File: config.mk
export PLATFORM = sky130hd
export DESIGN_NAME = snake_head_mover
export DESIGN_NICKNAME = d
export VERILOG_FILES = /design/src/rtl/snake_pkg.sv /design/src/rtl/snake_head_mover_step_timer.sv /design/src/rtl/snake_head_mover.sv
export SDC_FILE = /design/constraint.sdc
export NUM_CORES = 1
export LEC_CHECK = 0
export BUFFER_PORTS_ARGS = -buffer_cell sky130_fd_sc_hd__clkbuf_2
export CORE_ASPECT_RATIO = 1.25
export CORE_MARGIN = 3
export CORE_UTILIZATION = 61
export CTS_CLUSTER_DIAMETER = 60
export CTS_CLUSTER_SIZE = 24
export DETAILED_ROUTE_END_ITERATION = 8
export HOLD_SLACK_MARGIN = 0.02
export PLACE_DENSITY = 0.8
export SETUP_SLACK_MARGIN = 0.5
export SLEW_MARGIN = 20
export SYNTH_ARGS = -nofsm -noshare
export SYNTH_HDL_FRONTEND = slang
export SYNTH_SLANG_ARGS = --single-unit
File: constraint.sdc
create_clock -name clock -period 2.7 [get_ports clock]
set_input_delay 0.405 -clock clock [delete_from_list [all_inputs] [get_ports clock]]
set_output_delay 0.405 -clock clock [all_outputs]
set_load 0.005 [all_outputs]
File: src/rtl/snake_pkg.sv
// ============================================================================
// Module      : snake_pkg
// Description : Shared direction/state types and helpers for the snake game.
// Revision    : 1.0 - initial release
// ============================================================================
`default_nettype none

package snake_pkg;

    typedef enum logic [1:0] {
        UP    = 2'b00,
        RIGHT = 2'b01,
        DOWN  = 2'b10,
        LEFT  = 2'b11
    } dir_t;

    typedef enum logic [1:0] {
        IDLE = 2'b00,
        RUN  = 2'b01,
        DEAD = 2'b10
    } state_t;

    // Opposite directions differ only in the upper encoding bit.
    function automatic logic is_opposite(input dir_t a, input dir_t b);
        return (a ^ b) == 2'b10;
    endfunction

endpackage

`default_nettype wire

File: src/rtl/snake_head_mover_step_timer.sv
// ============================================================================
// Module      : step_timer
// Description : Game-speed divider; pulses tick every STEP_DIV enabled cycles.
// Revision    : 1.0 - initial release
// ============================================================================
`default_nettype none

module step_timer #(
    parameter int STEP_DIV = 25_000_000
) (
    input  logic clock,
    input  logic reset_n,
    input  logic enable,
    input  logic clear,
    output logic tick
);

    localparam int               c_CW   = $clog2(STEP_DIV);
    localparam logic [c_CW-1:0]  c_LAST = c_CW'(STEP_DIV - 1);

    logic [c_CW-1:0] r_count;

    always_ff @(posedge clock or negedge reset_n) begin
        if (!reset_n) begin
            r_count <= '0;
        end else if (clear) begin
            r_count <= '0;
        end else if (enable) begin
            if (r_count == c_LAST) begin
                r_count <= '0;
            end else begin
                r_count <= r_count + c_CW'(1);
            end
        end
    end

    // Combinational so the step lands in the cycle right after the tick.
    assign tick = enable && (r_count == c_LAST);

endmodule

`default_nettype wire

File: src/rtl/snake_head_mover.sv
// ============================================================================
// Module      : snake_head_mover
// Description : Advances the snake head one cell per tick; run/pause/dead FSM.
//               SNAKE_WALL_WRAP_EN: defined = edges wrap, undefined = fatal.
// Revision    : 1.0 - initial release
// ============================================================================
`default_nettype none

module snake_head_mover
    import snake_pkg::*;
#(
    parameter int GRID_W   = 40,
    parameter int GRID_H   = 30,
    parameter int STEP_DIV = 25_000_000,
    parameter int START_X  = 20,
    parameter int START_Y  = 15
) (
    input  logic                      clock,
    input  logic                      reset_n,
    input  logic                      start,
    input  logic                      pause,
    input  logic [1:0]                next_direction,
    output logic [1:0]                current_direction,
    output logic [$clog2(GRID_W)-1:0] head_x,
    output logic [$clog2(GRID_H)-1:0] head_y,
    output logic                      step,
    output logic                      dead
);

    localparam int              c_XW      = $clog2(GRID_W);
    localparam int              c_YW      = $clog2(GRID_H);
    localparam logic [c_XW-1:0] c_X_MAX   = c_XW'(GRID_W - 1);
    localparam logic [c_YW-1:0] c_Y_MAX   = c_YW'(GRID_H - 1);
    localparam logic [c_XW-1:0] c_X_START = c_XW'(START_X);
    localparam logic [c_YW-1:0] c_Y_START = c_YW'(START_Y);

    state_t          r_state;
    dir_t            r_dir;
    logic [c_XW-1:0] r_x;
    logic [c_YW-1:0] r_y;
    logic            r_step;
    logic            r_dead;

    logic            w_tick;
    logic            w_enable;
    logic            w_clear;
    dir_t            w_req;
    dir_t            w_dir;
    logic            w_at_edge;
    logic            w_fatal;
    logic [c_XW-1:0] w_next_x;
    logic [c_YW-1:0] w_next_y;

    assign w_enable = (r_state == RUN) && !pause;
    assign w_clear  = (r_state != RUN);

    step_timer #(
        .STEP_DIV (STEP_DIV)
    ) u_step_timer (
        .clock   (clock),
        .reset_n (reset_n),
        .enable  (w_enable),
        .clear   (w_clear),
        .tick    (w_tick)
    );

    assign w_req = dir_t'(next_direction);
    assign w_dir = is_opposite(w_req, r_dir) ? r_dir : w_req;

    // Candidate next cell, already wrapped; the no-wrap build treats the edge as fatal.
    always_comb begin
        w_next_x  = r_x;
        w_next_y  = r_y;
        w_at_edge = 1'b0;
        case (w_dir)
            UP: begin
                w_at_edge = (r_y == '0);
                w_next_y  = w_at_edge ? c_Y_MAX : r_y - c_YW'(1);
            end
            DOWN: begin
                w_at_edge = (r_y == c_Y_MAX);
                w_next_y  = w_at_edge ? '0 : r_y + c_YW'(1);
            end
            LEFT: begin
                w_at_edge = (r_x == '0);
                w_next_x  = w_at_edge ? c_X_MAX : r_x - c_XW'(1);
            end
            default: begin
                w_at_edge = (r_x == c_X_MAX);
                w_next_x  = w_at_edge ? '0 : r_x + c_XW'(1);
            end
        endcase
`ifdef SNAKE_WALL_WRAP_EN
        w_fatal = 1'b0;
`else
        w_fatal = w_at_edge;
`endif
    end

    always_ff @(posedge clock or negedge reset_n) begin
        if (!reset_n) begin
            r_state <= IDLE;
            r_dir   <= RIGHT;
            r_x     <= c_X_START;
            r_y     <= c_Y_START;
            r_step  <= 1'b0;
            r_dead  <= 1'b0;
        end else begin
            r_step <= 1'b0;
            case (r_state)
                IDLE: begin
                    if (start) begin
                        r_state <= RUN;
                    end
                end
                RUN: begin
                    if (w_tick) begin
                        r_dir <= w_dir;
                        if (w_fatal) begin
                            r_state <= DEAD;
                            r_dead  <= 1'b1;
                        end else begin
                            r_x    <= w_next_x;
                            r_y    <= w_next_y;
                            r_step <= 1'b1;
                        end
                    end
                end
                DEAD: begin
                    if (start) begin
                        r_state <= RUN;
                        r_dir   <= RIGHT;
                        r_x     <= c_X_START;
                        r_y     <= c_Y_START;
                        r_dead  <= 1'b0;
                    end
                end
                default: begin
                    r_state <= IDLE;
                end
            endcase
        end
    end

    assign current_direction = r_dir;
    assign head_x            = r_x;
    assign head_y            = r_y;
    assign step              = r_step;
    assign dead              = r_dead;

endmodule

`default_nettype wire
# == Word level (Yosys, flattened, before mapping) ==
# Cells that the tools add are included.
# classes
n_addsub,5
n_eq_ne,16
n_mux,32
bitwise,1
n_reduce_logical,16
# ops
cell,n
2-to-1 mux 25 bit,3
2-to-1 mux 6 bit,5
adder 25 x 1 -> 25 bit (second input constant),1
equality test 25 bit (second input constant),1
2-to-1 mux 5 bit,5
one-hot mux 6 bit (2 select lines),2
one-hot mux 5 bit (2 select lines),2
2-to-1 mux 2 bit,5
AND reduction 5 bit,2
equality test 2 bit (second input constant),4
inequality test 2 bit (second input constant),4
one-hot mux 2 bit (2 select lines),2
adder 6 x 1 -> 6 bit (second input constant),1
equality test 6 bit (second input constant),1
zero test 6 bit,1
2-to-1 mux 1 bit,6
inequality test 2 x 1 -> 1 bit (second input constant),3
AND reduction 3 bit,2
subtractor 6 x 1 -> 6 bit (second input constant),1
adder 5 x 1 -> 5 bit (second input constant),1
equality test 5 bit (second input constant),1
zero test 5 bit,1
subtractor 5 x 1 -> 5 bit (second input constant),1
zero test 2 bit,2
10 further kinds,13
# totals
reg_bits,42
wordCells,77

# == Depth between registers and ports, before layout ==
# Gate-level depths: netlist of run 1.
# logic_depth
ltp_word,9
mapped_depth,8
ltp_nobuf,7

# == By module ==
# From an unflattened synthesis of run 1, not the netlist that was laid out.
# unflattened
cells_unflattened,329
hier_area_um2,3004.1
# by_module_without_submodules
module,n_inst,cells_per_inst,area_per_inst_um2,seq_area_each_um2
step_timer,1,169,1508.9,625.6
snake_head_mover,1,160,1495.2,434.2

# == Worst setup path before layout of run 1 ==
# No wires, ideal clock.
# synth_timing
kind,register to register
from,register r_dir[0] (netlist: current_direction[0])
to,register r_y[4] (netlist: head_y[4])
t_arrival_ns,1.891
path_slack_ns,0.684
stages_incl_launch_ff,6
path_buffers,0
cell_sequence,dfstp_2 -> xor2_1 -> mux2_4 -> mux2i_1 -> a31oi_4 -> mux2_4
# synth_via
elab_chain_len,8
word_cells_on_any_way,14
# synth_rtl
item,line_no,rtl
start: declaration,snake_head_mover.sv:38,dir_t r_dir;
start signal: assignment,snake_head_mover.sv:118,r_dir <= w_dir;
bitwise XOR 2 bit,snake_pkg.sv:25,return (a ^ b) == 2'b10;
equality test 2 bit,snake_pkg.sv:25,
2-to-1 mux 2 bit *,snake_head_mover.sv:68,"assign w_dir = is_opposite(w_req, r_dir) ? r_dir : w_req;"
equality test 2 bit / zero test 2 bit (equally long branches),snake_head_mover.sv:75,case (w_dir)
one-hot mux 5 bit (2 select lines),snake_head_mover.sv:75,
2-to-1 mux 5 bit,snake_head_mover.sv:119,if (w_fatal) begin
2-to-1 mux 5 bit,snake_head_mover.sv:117,if (w_tick) begin
one-hot mux 5 bit (2 select lines),snake_head_mover.sv:110,case (r_state)
end signal: assignment,snake_head_mover.sv:105,r_y <= c_Y_START;
end signal: assignment,snake_head_mover.sv:124,r_y <= w_next_y;
end signal: assignment,snake_head_mover.sv:134,r_y <= c_Y_START;
end: declaration,snake_head_mover.sv:40,logic [c_YW-1:0] r_y;
# Mark *: on every way between the ends. The rest lies on a longest branch, timed or not. The select of a mux whose other input is x is not followed.
# A chain may end at the register's enable or synchronous reset.

# == Final worst setup path of run 1 ==
# Ends and elaborated chain as after synthesis.

==> results of run 1 <==
## layout make-up
class,count,area [sq um]
multi-input cells,254,1840
inverters,13,48.8
fillers,348,1300
well taps,58,72.6
clock inverters,1,30.0
flip-flops and latches,42,1060
clock buffers,7,76.3
repair buffers,24,134
## metal layers
layer  track usage, %  share of wire (%)  up-vias  wire, microns
met1             32.8                 43     1305           2970
met5                0                  0        -              0
li1                 -                  -     1266              -
met3             4.28                4.0        5            278
met2             43.2                 52       60           3610
met4             5.42               0.64        0             44
## placed cells by master, fill, tap and decap left out, drive strengths merged, types with 4 or more instances in the layout
master  count
ha          8
dfstp       7
nor4        5
nand3      17
nand4       9
dfrtp      35
inv        13
nand2b      4
a21oi      20
or3         4
nand2      26
buf         5
a211oi      4
nor3       14
and4        7
clkbuf     26
o211ai      5
a22o        4
a21o        6
nor2       19
mux2i       7
a31oi      15
mux2       10
and3        5
o21ai      19
## power groups by stage
stage	Sequential [mW]	Combinational, mW	Clock, mW
finish	0.714	0.247	0.496
global route	0.721	0.277	0.533
CTS	0.713	0.234	0.501
detailed placement	0.725	0.233	0
global placement	0.722	0.226	0
floorplan	0.710	0.179	0
## through the flow
step	hold WS (ps)	instance area, sq um	utilization [%]	cells	power (mW)
2_1_floorplan	109	2980	-	323	0.888
3_3_place_gp	474	3100	67.9	390	0.949
3_5_place_dp	479	3100	67.9	390	0.957
4_1_cts	308	3200	70.3	398	1.45
5_1_grt	293	3260	71.5	399	1.53
6_report	230	3260	71.5	399	1.46
## worst max-delay path, delay by kind of cell, from the launching register on
family / cells / cell delay [ps]
XOR/XNOR: 1 / 200
multiplexers: 3 / 880
AO/OA/AOI/OAI: 1 / 340
flip-flops: 1 / 630
## logic make-up (layout without fill, tap and decap cells)
family	after synthesis	in the layout	synth area share, %
flops	42	42	35.6
buf+inv	27	45	4.28
compound gates	92	92	21.6
fa+ha+maj	8	8	3.36
simple gates	131	131	26.0
mux	18	18	7.77
xor+xnor	5	5	1.47
## path summary, 6_finish.rpt
path | slack, ps | to | depth (start not counted)
min | 230 | dead | 1
min reg2reg | 500 | u_step_timer.r_count[5] | 1
max in group asynchronous | 1780 | head_y[0] | 2
max reg2reg | 560 | head_y[4] | 5
max | 560 | head_y[4] | 5
min in group clock | 420 | r_state[1] | 2
## registers in the layout, indices dropped and copies added, names as in the netlist
| register | flops |
|---|---|
| head_y | 5 |
| dead | 1 |
| u_step_timer.r_count | 25 |
| step | 1 |
| current_direction | 2 |
| head_x | 6 |
| r_state | 2 |
## timing repair
item                                    CTS  global route
endpoints found under the setup margin    3            14
gates resized for setup                   1            13
pin swaps                                 0             0
buffers inserted                          0             1
==> reports/summary.txt, run 1 <==
Status: finished clean
Fin crit share: 79.4%
Yosys synthesis warning count: 0
Reg power frac: 49.0%
GPL Wtd Cong: 0.856
Die Y: 84.2 microns
Crit path max fanout: 7
Routed WL: 6900 microns
Clk buf depth: 2
Area Overhead vs Synth: 9.40%
Setup_tns: 0 ps
Clock sinks: 42
Clk slew on worst S/H paths: 80 ps
Crit. Startpoint: current_direction[0]
Initial antenna violation count: 0
Worst-path cell with the longest stage delay: dfstp_2
Vias: 2636
Distinct cells, synth: 69
Residual DRC: 0
PortBufs: 20
N_diodes: 0
Full die area: 5770 sq um
Top post-synthesis cells by area: dfrtp_1, dfstp_2, ha_1
Async set or reset register ratio after synthesis: 100%
Clk network pwr share: 34.0%
Core Area: 4560 sq um
Pint: 1.05 mW
Post-CTS Hold Buffers: 0
Critical path, cell by cell: xor2_1 -> mux2_4 -> mux2i_1 -> a31oi_4 -> mux2_4
Critical Path Max Stage Delay: 630 ps
GRT Total Usage: 25.3%
Mapped Cells: 323
Clk_lat worst skew: 300 ps
Dpl ws: 483 ps
Register area share after synthesis: 35.6%
Req. time, crit path: 2890 ps
Switching Power: 0.407 mW
CP startpoint kind: flip-flop
H-tree level count: 2
Setup crit end kind: flip-flop
Most used cell, CP: mux2_4
Netlist Area Pre-Place: 2980 sq um
Antenna-violating nets left: 0
Largest net degree at the start of global routing: 41
Measured slew at the worst slew-check pin: 912 ps
Area share of the largest cell type after synthesis: 29.4%
Global-route wire length before repair: 11600 microns
Top-Level Pins: 21
Max-slew violation count: 0
Pre-antenna DRT Iters: 5
DR iter-0 viols: 201
Count leader, synth: dfrtp_1
Net Sw Frac: 27.9%
RSZ-0062 raised after global routing: true
Syn_area_per_cell: 9.23 sq um
Die width: 68.5 microns
Ys flop type: dfrtp_1
Vias in the first global route: 2485
Comb pwr share: 16.9%
Final #Nets: 354
Net count of the mapped netlist: 337
Final min period: 2140 ps
Fmax: 0.467 GHz
Leak pwr: 1.49 nW
Crit path kind: reg -> reg
Share of layout cells above drive strength 1: 21.7%
Reg2Reg Launch Point: current_direction[0]
Post-DP HPWL: 4770 microns
#FFs+latches synth: 42
Post-synth top cells: dfrtp_1, nand2_1, a21oi_1, nor2_1, nand3_1
Final Skew: 10.8 ps
Max-cap violations: 0
HP Class: in -> async
Area leader, netlist: dfrtp_1
Std cell rows: 27
IR drop worst, VDD: 0.356 mV
Post-synth EDFFs: 0
Grt ovf: 0
Final hold vios: 0
Setup-failing EPs final: 0
Avg WL per Cell: 17.3 microns
Inserted Clock Buffers: 5
Starting Density: 65.3%
Via density: 6.61
Max_slew headroom: 39.2%
P per Cell Area: 447 nW/um^2
CTS tree: yes
Setup ws final: 557 ps
Critical Path AT: 2330 ps
CTS Root Buffer Type: clkbuf_8
(Power assumes the default switching activity.)
==> run 2, diff against run 1 <==
==> constraint.sdc (replaced) <==
create_clock -name clock -period 2.1 [get_ports clock]
set_input_delay 0.315 -clock clock [delete_from_list [all_inputs] [get_ports clock]]
set_output_delay 0.315 -clock clock [all_outputs]
set_load 0.005 [all_outputs]
==> reports/summary.txt, run 2 (synthesis gave the netlist of run 1 again) <==
Status: finished clean (unchanged)
Inserted Clock Buffers: 5 (unchanged)
Area after DPL: 3360 sq um (was 3100 sq um)
Max-slew violation count: 0 (unchanged)
GRT Total Usage: 33.4% (was 25.3%)
Clk buf depth: 2 (unchanged)
Final hold vios: 0 (unchanged)
Setup ws final: 61.1 ps (was 557 ps)
Die Y: 84.2 microns (unchanged)
Final Skew: 10.7 ps (was 10.8 ps)
Via density: 6.93 (was 6.61)
Setup crit end kind: flip-flop (unchanged)
Most used cell, CP: buf_6 (was mux2_4)
Fmax: 0.490 GHz (was 0.467 GHz)
Most common cell after layout, fill and taps aside: buf_4 (was dfrtp_1)
Largest net degree at the start of global routing: 23 (was 41)
Crit. Startpoint: u_step_timer.r_count[23] (was current_direction[0])
Max-cap violations: 0 (unchanged)
N_diodes: 0 (unchanged)
P per Cell Area: 530 nW/um^2 (was 447 nW/um^2)
CP startpoint kind: flip-flop (unchanged)
Dpl ws: 20.2 ps (was 483 ps)
Vias: 3181 (was 2636)
Number of flip-flops in the largest register: 25 (unchanged)
DR iter-0 viols: 348 (was 201)
Starting Density: 65.3% (unchanged)
Util after Layout: 90.6% (was 71.5%)
Max_slew headroom: 60.5% (was 39.2%)
PortBufs: 20 (unchanged)
Measured slew at the worst slew-check pin: 592 ps (was 912 ps)
Top reg by flops: u_step_timer.r_count (unchanged)
Clock sinks: 42 (unchanged)
Setup-failing EPs final: 0 (unchanged)
Cell Count, Final, Fillers Out: 459 (was 399)
Final min period: 2040 ps (was 2140 ps)
Register Area: 1070 sq um (was 1060 sq um)
Reg2Reg Launch Point: u_step_timer.r_count[23] (was current_direction[0])
Share of layout cells above drive strength 1: 46.1% (was 21.7%)
IR drop worst, VDD: 0.505 mV (was 0.356 mV)
Critical Path AT: 2240 ps (was 2330 ps)
Worst-path cell with the longest stage delay: dfrtp_2 (was dfstp_2)
H-tree level count: 2 (unchanged)
WP buf/inv: 3 (was 0)
Grt ovf: 0 (unchanged)
Commonest non-fill, non-tap cells in the layout: buf_4, dfrtp_1, nand2_1 (was dfrtp_1, nand2_1, nor2_1, a21oi_1, clkbuf_2)
Initial antenna violation count: 0 (unchanged)
Clk slew on worst S/H paths: 90 ps (was 80 ps)
Req. time, crit path: 2300 ps (was 2890 ps)
Final #Nets: 414 (was 354)
Area taken by multi-input logic gates: 2120 sq um (was 1840 sq um)
Worst Hold Slack: 286 ps (was 230 ps)
GPL Wtd Cong: 0.815 (was 0.856)
Cell family with most CP delay: simple AND/OR/NAND/NOR gates (was multiplexers)
Critical Path Max Stage Delay: 450 ps (was 630 ps)
Worst reg-to-reg setup slack: 60 ps (was 560 ps)
Pre-antenna DRT Iters: 4 (was 5)
Avg WL per Cell: 21.7 microns (was 17.3 microns)
Leak pwr: 1.90 nW (was 1.49 nW)
Vias in the first global route: 3043 (was 2485)
Final Cell Area: 4130 sq um (was 3260 sq um)
CTS tree: yes (unchanged)
Die width: 68.5 microns (unchanged)
CTS Root Buffer Type: clkbuf_8 (unchanged)
Critical path, cell by cell: nor4_4 -> nand4_4 -> buf_6 -> o31ai_4 -> buf_4 -> buf_6 -> o21ai_1 -> a21bo_1 (was xor2_1 -> mux2_4 -> mux2i_1 -> a31oi_4 -> mux2_4)
Top-Level Pins: 21 (unchanged)
Fillers: 174 (was 348)
Std cell rows: 27 (unchanged)
Crit path max fanout: 4 (was 7)
Routed WL: 9940 microns (was 6900 microns)
HP Start: start
Crit path kind: reg -> reg (unchanged)
# placed instances: 405 (was 390)
Post-DP HPWL: 5310 microns (was 4770 microns)
Fin crit share: 97.1% (was 79.4%)
Antenna-violating nets left: 0 (unchanged)
Global-route wire length before repair: 14800 microns (was 11600 microns)
Core Area: 4560 sq um (unchanged)
Full die area: 5770 sq um (unchanged)
RSZ-0062 raised after global routing: true (unchanged)
Residual DRC: 0 (unchanged)
HP Class: in -> reg (was in -> async)
Area Overhead vs Synth: 38.6% (was 9.40%)
Clk_lat worst skew: 300 ps (about the same)
run 2: changes by cell type in the layout (fill, tap and decap cells not counted), sizes merged:
cell,change
clkbuf,+1
buf,+58
dlygate4sd3,+1
run 2: power breakdown:
part / internal [mW] / leakage [nW] / switching, mW
combinational: 0.315 / 1.31 / 0.313
clock: 0.357 / 0.0524 / 0.301
sequential: 0.856 / 0.531 / 0.0465
run 2: path summary, 6_finish.rpt:
path / end / depth (start not counted)
worst max-delay path: u_step_timer.r_count[22] / 8
worst min register to register: u_step_timer.r_count[5] / 1
max in group asynchronous: current_direction[0] / 3
worst max register to register: u_step_timer.r_count[22] / 8
min in group asynchronous: head_y[4] / 2
worst min-delay path: r_state[1] / 2
run 2: stage by stage:
stage | setup TNS [ps] | power (mW)
CTS | 0 | 2.08
floorplan | 0 | 1.18
detailed placement | 0 | 1.30
finish | 0 | 2.19
global placement | 0 | 1.28
global route | -22.7 | 2.26
run 2: worst reg2reg max path: stages (launching register included):
cell and delay (ps):
dfrtp_2 450, nor4_4 360, nand4_4 170, buf_6 160, o31ai_4 260, buf_4 180
buf_6 110, o21ai_1 70, a21bo_1 170
run 2: what timing repair did:
item,CTS,global route
pin swaps,11,14
buffers inserted,25,16
cloned,4,0
resized for setup,38,43
hold buffers,1,0
setup endpoints to repair,40,40
hold endpoints to repair,17,0
run 2: layout make-up:
type	count	share of cell area, %
Tap cell	58	1.76
Sequential cell	42	25.9
Clock buffer	7	1.85
Multi-Input combinational cell	254	51.2
Clock inverter	1	0.727
Timing Repair Buffer	84	17.4
Inverter	13	1.24
run 2: metal layers:
| layer | vias to the layer above | track usage, % | part of all wire (%) |
|---|---|---|---|
| met5 | - | 0 | 0 |
| met4 | 0 | 15.7 | 5.3 |
| met3 | 57 | 4.82 | 5.8 |
| met2 | 171 | 56.0 | 50 |
| met1 | 1570 | 40.8 | 38 |
| li1 | 1383 | - | - |
